===== config.mk =====
export PLATFORM = sky130hd
export DESIGN_NAME = slice_config_loader
export DESIGN_NICKNAME = d
export VERILOG_FILES = /design/src/rtl/clb_cfg_pkg.sv /design/src/rtl/cfg_piso.sv /design/src/rtl/slice_config_loader.sv
export SDC_FILE = /design/constraint.sdc
export NUM_CORES = 1
export LEC_CHECK = 0
export ABC_CLOCK_PERIOD_IN_PS = 2100
export BUFFER_PORTS_ARGS = -buffer_cell sky130_fd_sc_hd__buf_2
export CAP_MARGIN = 15
export CORE_MARGIN = 1.5
export CORE_UTILIZATION = 30
export DETAILED_ROUTE_END_ITERATION = 7
export GPL_ROUTABILITY_DRIVEN = 0
export PLACE_DENSITY = 0.53
export SLEW_MARGIN = 20
export SYNTH_ARGS = -nofsm -noshare
export SYNTH_HDL_FRONTEND = slang
export SYNTH_SLANG_ARGS = --single-unit

===== constraint.sdc =====
create_clock -name cclk -period 2.1 [get_ports cclk]
set_clock_uncertainty 0.15 [all_clocks]
set_input_delay 0.105 -clock cclk [delete_from_list [all_inputs] [get_ports cclk]]
set_output_delay 0.105 -clock cclk [all_outputs]
set_load 0.1 [all_outputs]

===== src/rtl/clb_cfg_pkg.sv =====
// Shared definitions for the CLB slice configuration loader.
// Holds the chain-length derivation (LUT config size and total slice config bits,
// including the carry-chain enable bit) and the loader FSM state encoding.
package clb_cfg_pkg;

    // Config bits for one LUT with 2**s_xx_base inputs combinations plus one mode bit.
    function automatic int unsigned cfg_size(input int unsigned s_xx_base);
        return (32'd1 << s_xx_base) + 32'd1;
    endfunction

    // Two config groups per LUT, plus the slice carry-chain enable bit.
    function automatic int unsigned chain_len(input int unsigned s_xx_base,
                                              input int unsigned num_luts);
        return num_luts * 32'd2 * cfg_size(s_xx_base) + 32'd1;
    endfunction

    typedef enum logic [1:0] {
        IDLE  = 2'd0,
        LOAD  = 2'd1,
        SHIFT = 2'd2,
        DONE  = 2'd3
    } cfg_state_t;

endpackage


===== src/rtl/cfg_piso.sv =====
// Parallel-in serial-out shift register feeding the slice config chain.
// Ports:
//   clk   - clock
//   rst   - synchronous active-high reset, clears the register
//   load  - capture din (has priority over shift)
//   shift - shift right by one, zero fill at the MSB
//   din   - parallel word
//   dout  - register bit 0, the next serial bit
module cfg_piso
    import clb_cfg_pkg::*;
#(
    parameter int unsigned WIDTH = 32
) (
    input  logic             clk,
    input  logic             rst,
    input  logic             load,
    input  logic             shift,
    input  logic [WIDTH-1:0] din,
    output logic             dout
);

    logic [WIDTH-1:0] sr;

    always_ff @(posedge clk) begin
        if (rst) begin
            sr <= '0;
        end else if (load) begin
            sr <= din;
        end else if (shift) begin
            sr <= sr >> 1;
        end
    end

    assign dout = sr[0];

endmodule


===== src/rtl/slice_config_loader.sv =====
// Loads a CLB slice configuration chain from host words.
// Host words are accepted one at a time and shifted out LSB first onto cfg_bit
// with cfg_en high; the final word is truncated so exactly CHAIN_LEN bits are sent.
// Ports:
//   cclk       - configuration clock
//   rst        - synchronous active-high reset
//   start      - begin a load (honoured in IDLE and DONE)
//   abort      - cancel a load (LOAD, SHIFT, DONE -> IDLE)
//   word_in    - host word, LSB shifted first
//   word_valid - word_in valid
//   word_ready - loader accepts word_in this cycle
//   cfg_bit    - serial config data to the slice
//   cfg_en     - slice config shift enable
//   busy       - load in progress
//   done       - all CHAIN_LEN bits delivered
//   bit_count  - bits shifted in the current load
module slice_config_loader
    import clb_cfg_pkg::*;
#(
    parameter  int unsigned S_XX_BASE = 4,
    parameter  int unsigned NUM_LUTS  = 4,
    parameter  int unsigned WORD_W    = 32,
    localparam int unsigned CHAIN_LEN = chain_len(S_XX_BASE, NUM_LUTS),
    localparam int unsigned CNT_W     = $clog2(CHAIN_LEN + 1)
) (
    input  logic              cclk,
    input  logic              rst,
    input  logic              start,
    input  logic              abort,
    input  logic [WORD_W-1:0] word_in,
    input  logic              word_valid,
    output logic              word_ready,
    output logic              cfg_bit,
    output logic              cfg_en,
    output logic              busy,
    output logic              done,
    output logic [CNT_W-1:0]  bit_count
);

    localparam int unsigned     LEFT_W      = $clog2(WORD_W + 1);
    localparam logic [CNT_W-1:0] CHAIN_LEN_C = CNT_W'(CHAIN_LEN);

    cfg_state_t        state;
    logic [LEFT_W-1:0] word_left;
    logic [LEFT_W-1:0] word_take;
    int unsigned       remaining;
    logic              piso_load;
    logic              piso_shift;
    logic              piso_bit;

    // Bits to take from the word being accepted: a full word, or the chain remainder.
    always_comb begin
        remaining = CHAIN_LEN - 32'(bit_count);
        word_take = LEFT_W'(WORD_W);
        if (remaining < WORD_W) begin
            word_take = LEFT_W'(remaining);
        end
    end

    // Abort wins over a handshake or a shift in the same cycle.
    assign piso_load  = (state == LOAD) && word_valid && !abort;
    assign piso_shift = (state == SHIFT) && !abort;

    always_ff @(posedge cclk) begin
        if (rst) begin
            state     <= IDLE;
            bit_count <= '0;
            word_left <= '0;
        end else begin
            unique case (state)
                IDLE: begin
                    if (start) begin
                        state     <= LOAD;
                        bit_count <= '0;
                    end
                end
                LOAD: begin
                    if (abort) begin
                        state <= IDLE;
                    end else if (word_valid) begin
                        word_left <= word_take;
                        state     <= SHIFT;
                    end
                end
                SHIFT: begin
                    if (abort) begin
                        state <= IDLE;
                    end else begin
                        bit_count <= bit_count + 1'b1;
                        word_left <= word_left - 1'b1;
                        if (bit_count == CHAIN_LEN_C - 1'b1) begin
                            state <= DONE;
                        end else if (word_left == LEFT_W'(1)) begin
                            state <= LOAD;
                        end
                    end
                end
                DONE: begin
                    if (abort) begin
                        state <= IDLE;
                    end else if (start) begin
                        state     <= LOAD;
                        bit_count <= '0;
                    end
                end
                default: state <= IDLE;
            endcase
        end
    end

    cfg_piso #(
        .WIDTH (WORD_W)
    ) u_piso (
        .clk   (cclk),
        .rst   (rst),
        .load  (piso_load),
        .shift (piso_shift),
        .din   (word_in),
        .dout  (piso_bit)
    );

    // Outputs decode directly from the state register.
    assign word_ready = (state == LOAD);
    assign cfg_en     = (state == SHIFT);
    assign busy       = (state == LOAD) || (state == SHIFT);
    assign done       = (state == DONE);
    assign cfg_bit    = cfg_en & piso_bit;

endmodule


=== After elaboration in Yosys (flattened, before gate mapping) ===
Index checks and enable logic that the tools add are counted.

* Order comparisons: 1
* Bitwise operators: 1
* Equal/unequal tests: 11
* Muxes and demuxes: 19
* Add/sub/neg operators: 3
* Reductions and logical operators: 12

{| class="wikitable"
|+ Operators with widths
! kind !! number
|-
| 32-bit two-way mux || 2
|-
| 32-bit by 6-bit < comparator with 1-bit output, second input constant || 1
|-
| 6-bit two-way mux || 4
|-
| 8-bit two-way mux || 3
|-
| 8-bit case mux with 3 select lines || 1
|-
| 2-bit two-way mux || 7
|-
| 6-bit case mux with 2 select lines || 1
|-
| 8-bit by 8-bit subtractor with 9-bit output, first input constant || 1
|-
| 8-bit by 1-bit adder with 8-bit output, second input constant || 1
|-
| 8-bit == test, second input constant || 1
|-
| 2-bit != test, second input constant || 4
|-
| 2-bit case mux with 4 select lines || 1
|-
| 6-bit by 1-bit == test with 1-bit output, second input constant || 1
|-
| 6-bit by 1-bit subtractor with 6-bit output, second input constant || 1
|-
| 2-bit == test, second input constant || 2
|-
| 4-bit by 2-bit != test with 1-bit output, second input constant || 1
|-
| 4-bit AND reduction || 1
|-
| 2-bit nonzero test || 2
|-
| 1-bit logical AND || 3
|-
| 3-bit != test, second input constant || 1
|-
| 3-bit AND reduction || 1
|-
| 3-bit nonzero test || 1
|-
| 2-bit by 1-bit == test with 1-bit output, second input constant || 1
|-
| 2-bit zero test || 1
|-
| 4 further kinds || 4
|}

* Register bits after elaboration: 48
* Output and inout port bits: 13
* Word-level logic and storage cells: 51

=== Depth between registers and ports, before layout ===
Gate-level depths: netlist of run 1.

* Depth in word-level cells: 6
* Mapped depth: 9
* Mapped depth without buffers: 7

=== Modules after synthesis ===
A second synthesis of run 1 with hierarchy kept.

* Cells, all modules: 282
* Area, all modules: 2781.4 µm²

{| class="wikitable"
|+ Modules (own cells, without submodules)
! module !! sequential area each (µm²) !! times used !! area an instance (µm²) !! cells an instance
|-
| cfg_piso || 640.6 || 1 || 1661.6 || 142
|-
| slice_config_loader || 320.3 || 1 || 1119.8 || 140
|}

=== Worst setup path before layout of run 1 ===
OpenSTA, ideal clock, no wires.

* Path type: reg2out
* Start point: register state[0]
* End point: output port cfg_bit
* Required time: 1.845 ns
* Buffers on the path: 1
* Data arrival time: 2.370 ns
* Stages on the path, launching flop included: 5
* Path slack: -0.525 ns
* Path through: dfxtp_1 inv_1 ha_1 buf_2 and2_1

* Longest elaborated chain between the ends: 2

{| class="wikitable"
|+ RTL lines
! item !! RTL line !! source
|-
| from (decl) || slice_config_loader.sv:43 || <nowiki>cfg_state_t state;</nowiki>
|-
| from (signal assigned) || slice_config_loader.sv:66 || <nowiki>state <= IDLE;</nowiki>
|-
| from (signal assigned) || slice_config_loader.sv:73 || <nowiki>state <= LOAD;</nowiki>
|-
| from (signal assigned) || slice_config_loader.sv:79 || <nowiki>state <= IDLE;</nowiki>
|-
| 2-bit == test || slice_config_loader.sv:124 || <nowiki>assign cfg_en = (state == SHIFT);</nowiki>
|-
| named net cfg_en || slice_config_loader.sv:34 || <nowiki>output logic cfg_en,</nowiki>
|-
| 1-bit bitwise AND || slice_config_loader.sv:127 || <nowiki>assign cfg_bit = cfg_en & piso_bit;</nowiki>
|-
| to (decl) || slice_config_loader.sv:33 || <nowiki>output logic cfg_bit,</nowiki>
|}

The timed path passes the listed nets, and every way through them passes these cells.

=== Worst setup path after layout of run 1 ===
* Start point: register state[0]
* End point: register bit_count[7]

* Longest elaborated chain between the ends: 3

{| class="wikitable"
|+ RTL lines
! item !! RTL line !! source
|-
| 2-bit == test or 2-bit zero test (tied branches) || slice_config_loader.sv:70 || <nowiki>unique case (state)</nowiki>
|-
| 2-bit != test (no source line) or 3-bit nonzero test (tied branches) || - ||
|-
| 3-bit AND reduction (no source line) || - ||
|-
| to (signal assigned) || slice_config_loader.sv:89 || <nowiki>bit_count <= bit_count + 1'b1;</nowiki>
|-
| to (decl) || slice_config_loader.sv:37 || <nowiki>output logic [CNT_W-1:0] bit_count</nowiki>
|}

Several ways; a longest one is shown, not always the timed one.
A chain may end at the register's enable or synchronous reset.

==> flow_summary.ini, run 1 <==
[synth]
synthArstFlopShare_pct = 0
synth_top_family_by_area = compound AO/OA/AOI/OAI gates
yosys.area_share.simple_pct = 15.2
muxShareOfSynthArea_pct = 13.1
synth_edf_count = 0
seq_area_frac_synth_pct = 38.2
synth_nets = 328
ys_top_cells_by_area = dfxtp_1, mux2i_1, a211oi_1
synth.top_cell.area_share_pct = 38.2
synth_area_leader_cell = dfxtp_1
syn_area_sq_um = 2520
synth-xor-area-share_pct = 4.17
yosys_most_used_dff = dfxtp_1
synth.distinct_cells = 42
synth_compound_area_share_pct = 18.7
yosysWarningCount = 0
ys_ff_latch = 48
avgSynthCellArea_sq_um = 8.96
synthAdderAreaFrac_pct = 4.97
synthCells = 281

[timing]
setup_viol = 0
tightest_slew_ns = 0.518
max_freq_mhz = 510
period_minus_slack_ns = 1.96
slew_viol_final = 0
finalHoldViolations = 0
timing.hold.ws_ns = 0.0522
relSlewSlack_pct = 65.7
rsz0062_at_grt = yes
finalCritPeriodShare_pct = 93.3

[cts]
clk_path_buf_depth = 2
cts_setup_buffers = 0
clkLatencyLatePin_ns = 0.30
clock_sinks = 48
path_clk_slew_ns = 0.09
cts_root_buffer = clkbuf_8
cts_tree = done
cts_max_level = 2
cts_inserted_buffers = 5

[route]
via_count = 2192
ant_nets = 0
dr.first_iter.drc_count = 71
drc = 0
dr.pass1.iters = 4
drt-total-wl_mm = 5.79
wire_per_inst_microns = 12.5
vias_per_cell = 4.73

[pwr]
switchingPower_mw = 0.544
pwr-share-seq_pct = 49.2
p_sw_share_pct = 27.4
power.share.clock_pct = 33.7
p_total_mw = 1.99
p_int_mw = 1.44
power.density_nw_per_um2 = 587
p_leak_nw = 1.22
combPwrFrac_pct = 17.1
max-vdd-ir-drop_uv = 291

[finish]
diodes = 0
area_growth_pct = 34.3
nets = 404
drive_gt1_share_pct = 23.2
fin_area_sq_um = 3380

[run]
drv_cap = 0

[floorplan]
start_util_pct = 30.8
std_cell_rows = 33
fp.dieArea_sq_um = 8950
die_h_microns = 94.6
die_x_microns = 94.6
num_io_pins = 50
core_area_sq_um = 8180

[min_path]
min_path_type = in2reg

[placed_design]
numPortBuffers = 49
placed_area_sq_um = 2920
post-dp-hpwl_mm = 3.86

[worst_setup_path]
cp.required_ns = 2.15
end_kind = register
cp_max_fo = 14
start_kind = register
crit_type = reg2reg
worst_ep_arrival_time_ns = 2.01

[run_status]
status = completed

[grt]
overflow = 0
grt.total_usage_pct = 13.6
antenna_found_initial = 0
grt_pass1_wl_mm = 9.65
grt_pass1_vias = 2088
grt_max_degree = 64
power by group through the flow:
stage | logic [mW] | clock network, mW | registers, mW
final | 0.340 | 0.670 | 0.977
after global routing | 0.373 | 0.730 | 0.984
after CTS | 0.337 | 0.702 | 0.977
after detailed placement | 0.290 | 0 | 0.998
after global placement | 0.290 | 0 | 0.998
after floorplan | 0.194 | 0 | 1.01
synthesized netlist by cell type (2+ instances only):
cell,number
a211oi_1,32
a21oi_1,6
a31oi_1,3
buf_1,3
buf_2,4
buf_4,3
clkbuf_1,8
dfxtp_1,48
ha_1,10
inv_1,12
mux2i_1,33
nand2_1,8
nand2b_1,3
nand3_1,2
nand3b_1,2
nor2_1,48
nor2b_1,2
nor3_1,6
nor4_1,3
o21ai_0,5
o21ai_1,7
or3_1,3
xnor2_1,9
xor2_1,3
cell type report:
type | instances | area, sq um
fillers | 823 | 4790
multi-input cells | 201 | 1460
flip-flops and latches | 48 | 970
repair buffers | 88 | 658
well taps | 105 | 131
clock buffers | 7 | 108
inverters | 13 | 48.8
clock inverters | 1 | 8.76
routing by layer:
metal  vias up  GRT usage, %  wire length (microns)
met5         -             0                      0
met4         0          4.73                     61
met3         5          2.42                    117
met2        27          22.6                   2850
met1      1011          17.5                   2770
li1       1149             -                      -
placed cells by master (no fill, tap or decap), types with 4 or more instances in the layout:
master,count
o21ai_1,7
nand2_1,7
buf_2,49
xnor2_1,9
mux2i_1,33
inv_1,12
a211oi_1,32
dfxtp_1,43
nor3_1,6
nor2_1,47
a21oi_1,6
dlygate4sd3_1,33
ha_1,7
clkbuf_8,6
dfxtp_2,4
o21ai_0,5
path summary, 6_finish.rpt:
kind,from,endpoint,slack [ns],depth (start not counted)
setup / recovery,state[0],bit_count[7],0.14,7
hold / removal,rst,u_piso.sr[31],0.05,2
setup reg to reg,state[0],bit_count[7],0.14,7
hold reg to reg,u_piso.sr[31],u_piso.sr[31],0.35,2
kinds of logic after synthesis:
group	count (synthesis)
adders and majority gates	10
AOI/OAI and AO/OA	64
DFF	48
buffers and inverters	32
muxes	33
and+or+nand+nor	82
xor gates and xnor gates	12
stage by stage:
stage	utilization (%)	setup slack, ns	instances	TNS (ns)
after global placement	35.7	0.182	422	0
after detailed placement	35.7	0.144	422	0
after CTS	41.2	0.0689	463	0
final	41.4	0.141	463	0
after global routing	41.4	-0.00958	463	-0.00958
after floorplan	-	0.0129	281	0
registers in the layout, indices dropped and copies added (netlist names):
| signal | flops |
|---|---|
| u_piso.sr | 32 |
| word_left | 6 |
| bit_count | 8 |
| state | 2 |
critical path, cell delays in order, from the launching register on:
cell and delay [ns]:
dfxtp_1 0.39, inv_1 0.11, ha_4 0.23, o21ai_1 0.23, o211ai_4 0.17, nor4_1 0.36
xnor2_1 0.16, nor2_1 0.05
timing repair:
item                                    in CTS  in global routing
hold buffers                                33                  0
endpoints found under the setup margin       0                  2
gates resized for setup                      0                  3
endpoints found under the hold margin       32                  0
(Power assumes the default switching activity.)
==> inputs of run 2 (changes only) <==
--- a/config.mk
+++ b/config.mk
@@ -5,7 +5,8 @@
 export SDC_FILE = /design/constraint.sdc
 export NUM_CORES = 1
 export LEC_CHECK = 0
-export ABC_CLOCK_PERIOD_IN_PS = 2100
+export ABC_AREA = 1
+export ABC_CLOCK_PERIOD_IN_PS = 2500
 export BUFFER_PORTS_ARGS = -buffer_cell sky130_fd_sc_hd__buf_2
 export CAP_MARGIN = 15
 export CORE_MARGIN = 1.5
==> constraint.sdc (replaced) <==
create_clock -name cclk -period 2.5 [get_ports cclk]
set_clock_uncertainty 0.15 [all_clocks]
set_input_delay 0.125 -clock cclk [delete_from_list [all_inputs] [get_ports cclk]]
set_output_delay 0.125 -clock cclk [all_outputs]
set_load 0.1 [all_outputs]
==> flow_summary.ini, run 2 <==
[run_status]
status = completed

[route]
drt-total-wl_mm = 6.65
dr_wl_met2_mm = 2.96
dr.pass1.iters = 4
vias_per_cell = 4.85
dr.first_iter.drc_count = 197
drc = 0
via_count = 2675
wl_met1_mm = 3.31
top_layer = met4
wire_per_inst_microns = 12.0
ant_nets = 0
routed-wl-met3_microns = 292

[placed_design]
placed_cells = 513
numPortBuffers = 49
pre_cts_slack_ns = 0.495
post-dp-hpwl_mm = 4.55

[cts]
cts_max_level = 2
clk_path_buf_depth = 2
clkLatencyLatePin_ns = 0.30
path_clk_slew_ns = 0.09
cts_root_buffer = clkbuf_8
clock_sinks = 48
cts_setup_buffers = 0
cts_inserted_buffers = 5
post_cts_resized = 0
cts_tree = done

[worst_setup_path]
cp_max_fo = 11
start_kind = register
crit_type = reg2reg
crit_slowest_cell = dfxtp_1
cpPeakStageDelay_ns = 0.40
worst_ep_arrival_time_ns = 2.09
cp.required_ns = 2.54
crit_chain = inv_1 -> ha_1 -> buf_4 -> o21ai_1 -> nand2_2 -> o21ai_1 -> inv_1 -> o21ai_0 -> a21oi_1
end_kind = register

[synth]
ys_top_cells_by_area = dfxtp_1, nand2_1, nand3_1
avgSynthCellArea_sq_um = 6.84
synth_nets = 420
synthCells = 373
synth_most_common_cell = nand2_1
yosys_most_used_dff = dfxtp_1
ys_ff_latch = 48
synth_area_leader_cell = dfxtp_1
synth.distinct_cells = 28
yosysWarningCount = 0
syn_area_sq_um = 2550
synthTopCellsByCount = nand2_1, dfxtp_1, nand3_1, a31oi_1, inv_1
synth.top_cell.area_share_pct = 37.7
synthArstFlopShare_pct = 0
synth_edf_count = 0
seq_area_frac_synth_pct = 37.7

[timing]
relSlewSlack_pct = 66.8
final.setup.tns_ns = 0
slew_viol_final = 0
worst_slack_ns = 0.453
period_minus_slack_ns = 2.05
max_freq_mhz = 488
finalHoldViolations = 0
rsz0062_at_grt = no
setup_viol = 0
finalCritPeriodShare_pct = 81.9
tightest_slew_ns = 0.502

[floorplan]
die_x_microns = 95.2
start_util_pct = 31.0
std_cell_rows = 33
die_h_microns = 95.2
fp.dieArea_sq_um = 9070
num_io_pins = 50
core_area_sq_um = 8220

[grt]
grt_max_degree = 37
overflow = 0
antenna_found_initial = 0
grt_pass1_wl_mm = 11.1
grt_pass1_vias = 2404
grt.total_usage_pct = 15.2

[finish]
final_common_cell = nand2_1
final_cell_mix = nand2_1, buf_2, dfxtp_1, nand3_1, dlygate4sd3_1
drive_gt1_share_pct = 16.8
area_growth_pct = 28.5
top_register = u_piso.sr
diodes = 0
top_regs = u_piso.sr x32, bit_count x8, word_left x6
nets = 494
fin_cells = 552
post-route-util_pct = 39.9
largest_reg_flops = 32
fill_cells = 868

[min_path]
min_path_type = in2reg

[pwr]
max-vdd-ir-drop_uv = 233
p_leak_nw = 1.32
power.density_nw_per_um2 = 471

[run]
drv_cap = 0
## run 2: changes by cell type in the layout (fill, tap and decap cells not counted), moves of 26 or more
cell / before / now
mux2i_1: 33 / 0
a211oi_1: 32 / 1
a31oi_1: 3 / 29
nand2_1: 7 / 105
nor2_1: 47 / 17
nand3_1: 2 / 42
## run 2: layout make-up
| cell class | instances | area, sq um | share of cell area (%) |
|---|---|---|---|
| clock buffer | 6 | 82.6 | 2.52 |
| sequential | 48 | 961 | 29.3 |
| tap | 105 | 131 | 4.01 |
| clock inverter | 1 | 8.76 | 0.267 |
| inverter | 36 | 135 | 4.12 |
| timing repair buffer | 86 | 603 | 18.4 |
| multi-input combinational | 270 | 1360 | 41.4 |
## run 2: timing repair
action,in CTS,in global routing
endpoints found under the hold margin,32,0
setup endpoints to repair,0,0
hold buffers,32,0
## run 2: logic make-up after synthesis
logic type	after synthesis	share of synthesized area [%]
adder cells (fa/ha/maj)	10	4.90
AO/OA/AOI/OAI	73	16.0
buffers and inverters	55	9.17
AND/OR/NAND/NOR	185	31.6
XOR/XNOR	2	0.687
flip-flops	48	37.7
## run 2: critical path, delay by kind of cell, from the launching register on
family,cells,cell delay [ns]
buffers and inverters,3,0.36
and+or+nand+nor,1,0.16
adders and majority gates,1,0.22
DFF,1,0.40
AOI/OAI and AO/OA,4,0.65
## run 2: final timing paths
path	start	end	slack, ns	cells after the start
setup / recovery	state[0]	bit_count[3]	0.45	9
hold / removal	start	state[1]	0.10	6
setup reg to reg	state[0]	bit_count[3]	0.45	9
hold reg to reg	u_piso.sr[31]	u_piso.sr[31]	0.32	2
## run 2: metal layers
layer | track usage (%) | vias up
met4 | 4.10 | 0
met2 | 23.9 | 57
li1 | - | 1397
met3 | 3.03 | 8
met5 | 0 | -
met1 | 21.1 | 1213
## run 2: through the flow
step           power, mW  area, sq um  hold WS, ns
3_3_place_gp        1.05         2870        0.237
3_5_place_dp        1.05         2870        0.249
5_1_grt             1.63         3280        0.112
2_1_floorplan      0.985         2550        0.122
6_report            1.54         3280        0.100
4_1_cts             1.56         3280       0.0905
## run 2: power by group
part	total [mW]	switching [mW]	internal (mW)
logic	0.259	0.155	0.104
clock network	0.476	0.256	0.221
registers	0.809	0.0200	0.789
total	1.54	0.431	1.11
==> inputs of run 3 (changes only) <==
--- a/config.mk
+++ b/config.mk
@@ -6,14 +6,14 @@
 export NUM_CORES = 1
 export LEC_CHECK = 0
 export ABC_AREA = 1
-export ABC_CLOCK_PERIOD_IN_PS = 2500
+export ABC_CLOCK_PERIOD_IN_PS = 1690
 export BUFFER_PORTS_ARGS = -buffer_cell sky130_fd_sc_hd__buf_2
 export CAP_MARGIN = 15
 export CORE_MARGIN = 1.5
 export CORE_UTILIZATION = 30
 export DETAILED_ROUTE_END_ITERATION = 7
 export GPL_ROUTABILITY_DRIVEN = 0
-export PLACE_DENSITY = 0.53
+export PLACE_DENSITY = 0.54
 export SLEW_MARGIN = 20
 export SYNTH_ARGS = -nofsm -noshare
 export SYNTH_HDL_FRONTEND = slang
==> constraint.sdc (replaced) <==
create_clock -name cclk -period 1.69 [get_ports cclk]
set_clock_uncertainty 0.15 [all_clocks]
set_input_delay 0.0845 -clock cclk [delete_from_list [all_inputs] [get_ports cclk]]
set_output_delay 0.0845 -clock cclk [all_outputs]
set_load 0.1 [all_outputs]
==> flow_summary.ini, run 3 (synthesis gave the netlist of run 2 again) <==
[cts]
cts_max_level = 2
cts_tree = done
clock_sinks = 48
path_clk_slew_ns = 0.09
clkLatencyLatePin_ns = 0.30
cts_root_buffer = clkbuf_8
clk_path_buf_depth = 2
cts_inserted_buffers = 5

[pwr]
p_total_mw = 2.50
switchingPower_mw = 0.674
p_leak_nw = 1.50
max-vdd-ir-drop_uv = 348
p_sw_share_pct = 26.9
power.density_nw_per_um2 = 674
power.share.clock_pct = 34.1
pwr-share-seq_pct = 47.8
p_int_mw = 1.83
combPwrFrac_pct = 18.1

[route]
drc = 0
routed-wl-met3_microns = 275
drt-total-wl_mm = 7.04
wire_per_inst_microns = 12.3
top_layer = met4
dr_wl_met2_mm = 3.28
dr.pass1.iters = 4
vias_per_cell = 4.87
via_count = 2780
wl_met1_mm = 3.41
dr.first_iter.drc_count = 222
ant_nets = 0

[timing]
max_freq_mhz = 596
finalCritPeriodShare_pct = 99.2
finalHoldViolations = 0
rsz0062_at_grt = yes
setup_viol = 0
worst_slack_ns = 0.0134
slew_viol_final = 0
period_minus_slack_ns = 1.68
tightest_slew_ns = 0.485
relSlewSlack_pct = 67.9

[worst_setup_path]
worst_ep_arrival_time_ns = 1.70
start_kind = register
crit_slowest_cell = dfxtp_4
cpPeakStageDelay_ns = 0.38
path_common_cell = inv_2
cp_max_fo = 8
crit_type = reg2reg
end_kind = register
crit_chain = inv_4 -> ha_4 -> inv_2 -> nor2_4 -> inv_2 -> nor2_4 -> inv_2 -> nand2_2 -> inv_4 -> clkbuf_16 -> nand2_1 -> a31oi_1
cp.required_ns = 1.72
cpLargestDelayFamily = buffers and inverters
path_buf_inv = 6

[finish]
nets = 513
top_register = u_piso.sr
top_regs = u_piso.sr x32, bit_count x8, word_left x6
largest_reg_flops = 32
drive_gt1_share_pct = 26.4
area_growth_pct = 45.6
fin_area_sq_um = 3710
fill_cells = 820
fin_cells = 571
seq_area_sq_um = 991
final_common_cell = nand2_1
diodes = 0
post-route-util_pct = 45.2
multi_input_area_sq_um = 1460
final_cell_mix = nand2_1, buf_2, nand3_1, dfxtp_1, dlygate4sd3_1

[floorplan]
fp.dieArea_sq_um = 9070
die_h_microns = 95.2
start_util_pct = 31.0
std_cell_rows = 33
die_x_microns = 95.2
core_area_sq_um = 8220
num_io_pins = 50

[grt]
grt_pass1_wl_mm = 11.6
grt_max_degree = 37
grt.total_usage_pct = 16.0
antenna_found_initial = 0
overflow = 0
grt_pass1_vias = 2572

[run]
drv_cap = 0

[placed_design]
pre_cts_slack_ns = 0.0368
post-dp-hpwl_mm = 4.79
numPortBuffers = 49
placed_area_sq_um = 3150
placed_cells = 528

[min_path]
min_path_type = in2reg

[run_status]
status = completed
-- run 3: power groups by stage --
stage	clock [mW]	sequential, mW	combinational (mW)
finish	0.854	1.20	0.454
floorplan	0	1.24	0.230
global placement	0	1.22	0.370
global route	0.931	1.20	0.496
CTS	0.897	1.20	0.427
detailed placement	0	1.22	0.369
-- run 3: area by class of cell --
| cell class | count | area share (%) |
|---|---|---|
| multi-input combinational | 270 | 39.2 |
| sequential | 48 | 26.7 |
| timing repair buffer | 105 | 23.3 |
| inverter | 36 | 4.08 |
| tap | 105 | 3.54 |
| clock buffer | 7 | 3.20 |
-- run 3: layer usage --
metal,vias up,GRT usage [%]
met4,0,4.35
met5,-,0
met3,8,2.71
met2,57,26.2
met1,1282,21.4
li1,1433,-
-- run 3: path summary, 6_finish.rpt --
kind	from	slack, ns	to	depth (start not counted)
worst max register to register	state[1]	0.01	u_piso.sr[7]	12
worst min-delay path	start	0.07	state[1]	6
worst max-delay path	state[1]	0.01	u_piso.sr[7]	12
worst min register to register	u_piso.sr[31]	0.32	u_piso.sr[31]	2
-- run 3: through the flow --
stage,TNS (ns),hold WS [ns]
after floorplan,-2.94,0.0817
after global placement,0,0.194
after detailed placement,0,0.202
after CTS,0,0.0455
after global routing,-1.92,0.106
final,0,0.0698
-- run 3: worst reg2reg max path: cells and delay by family (launching register included) --
kind | cells | cell delay [ns]
buffers and inverters | 6 | 0.46
AND/OR/NAND/NOR | 4 | 0.37
adder cells (fa/ha/maj) | 1 | 0.12
AO/OA/AOI/OAI | 1 | 0.08
flip-flops | 1 | 0.38
-- run 3: repair_timing --
| action | 4_1_cts | 5_1_grt |
|---|---|---|
| hold buffers | 32 | 0 |
| buffers inserted | 0 | 3 |
| endpoints found under the hold margin | 32 | 0 |
| pin swaps | 0 | 4 |
| resized for setup | 2 | 23 |
| endpoints found under the setup margin | 1 | 47 |
| cloned | 0 | 1 |
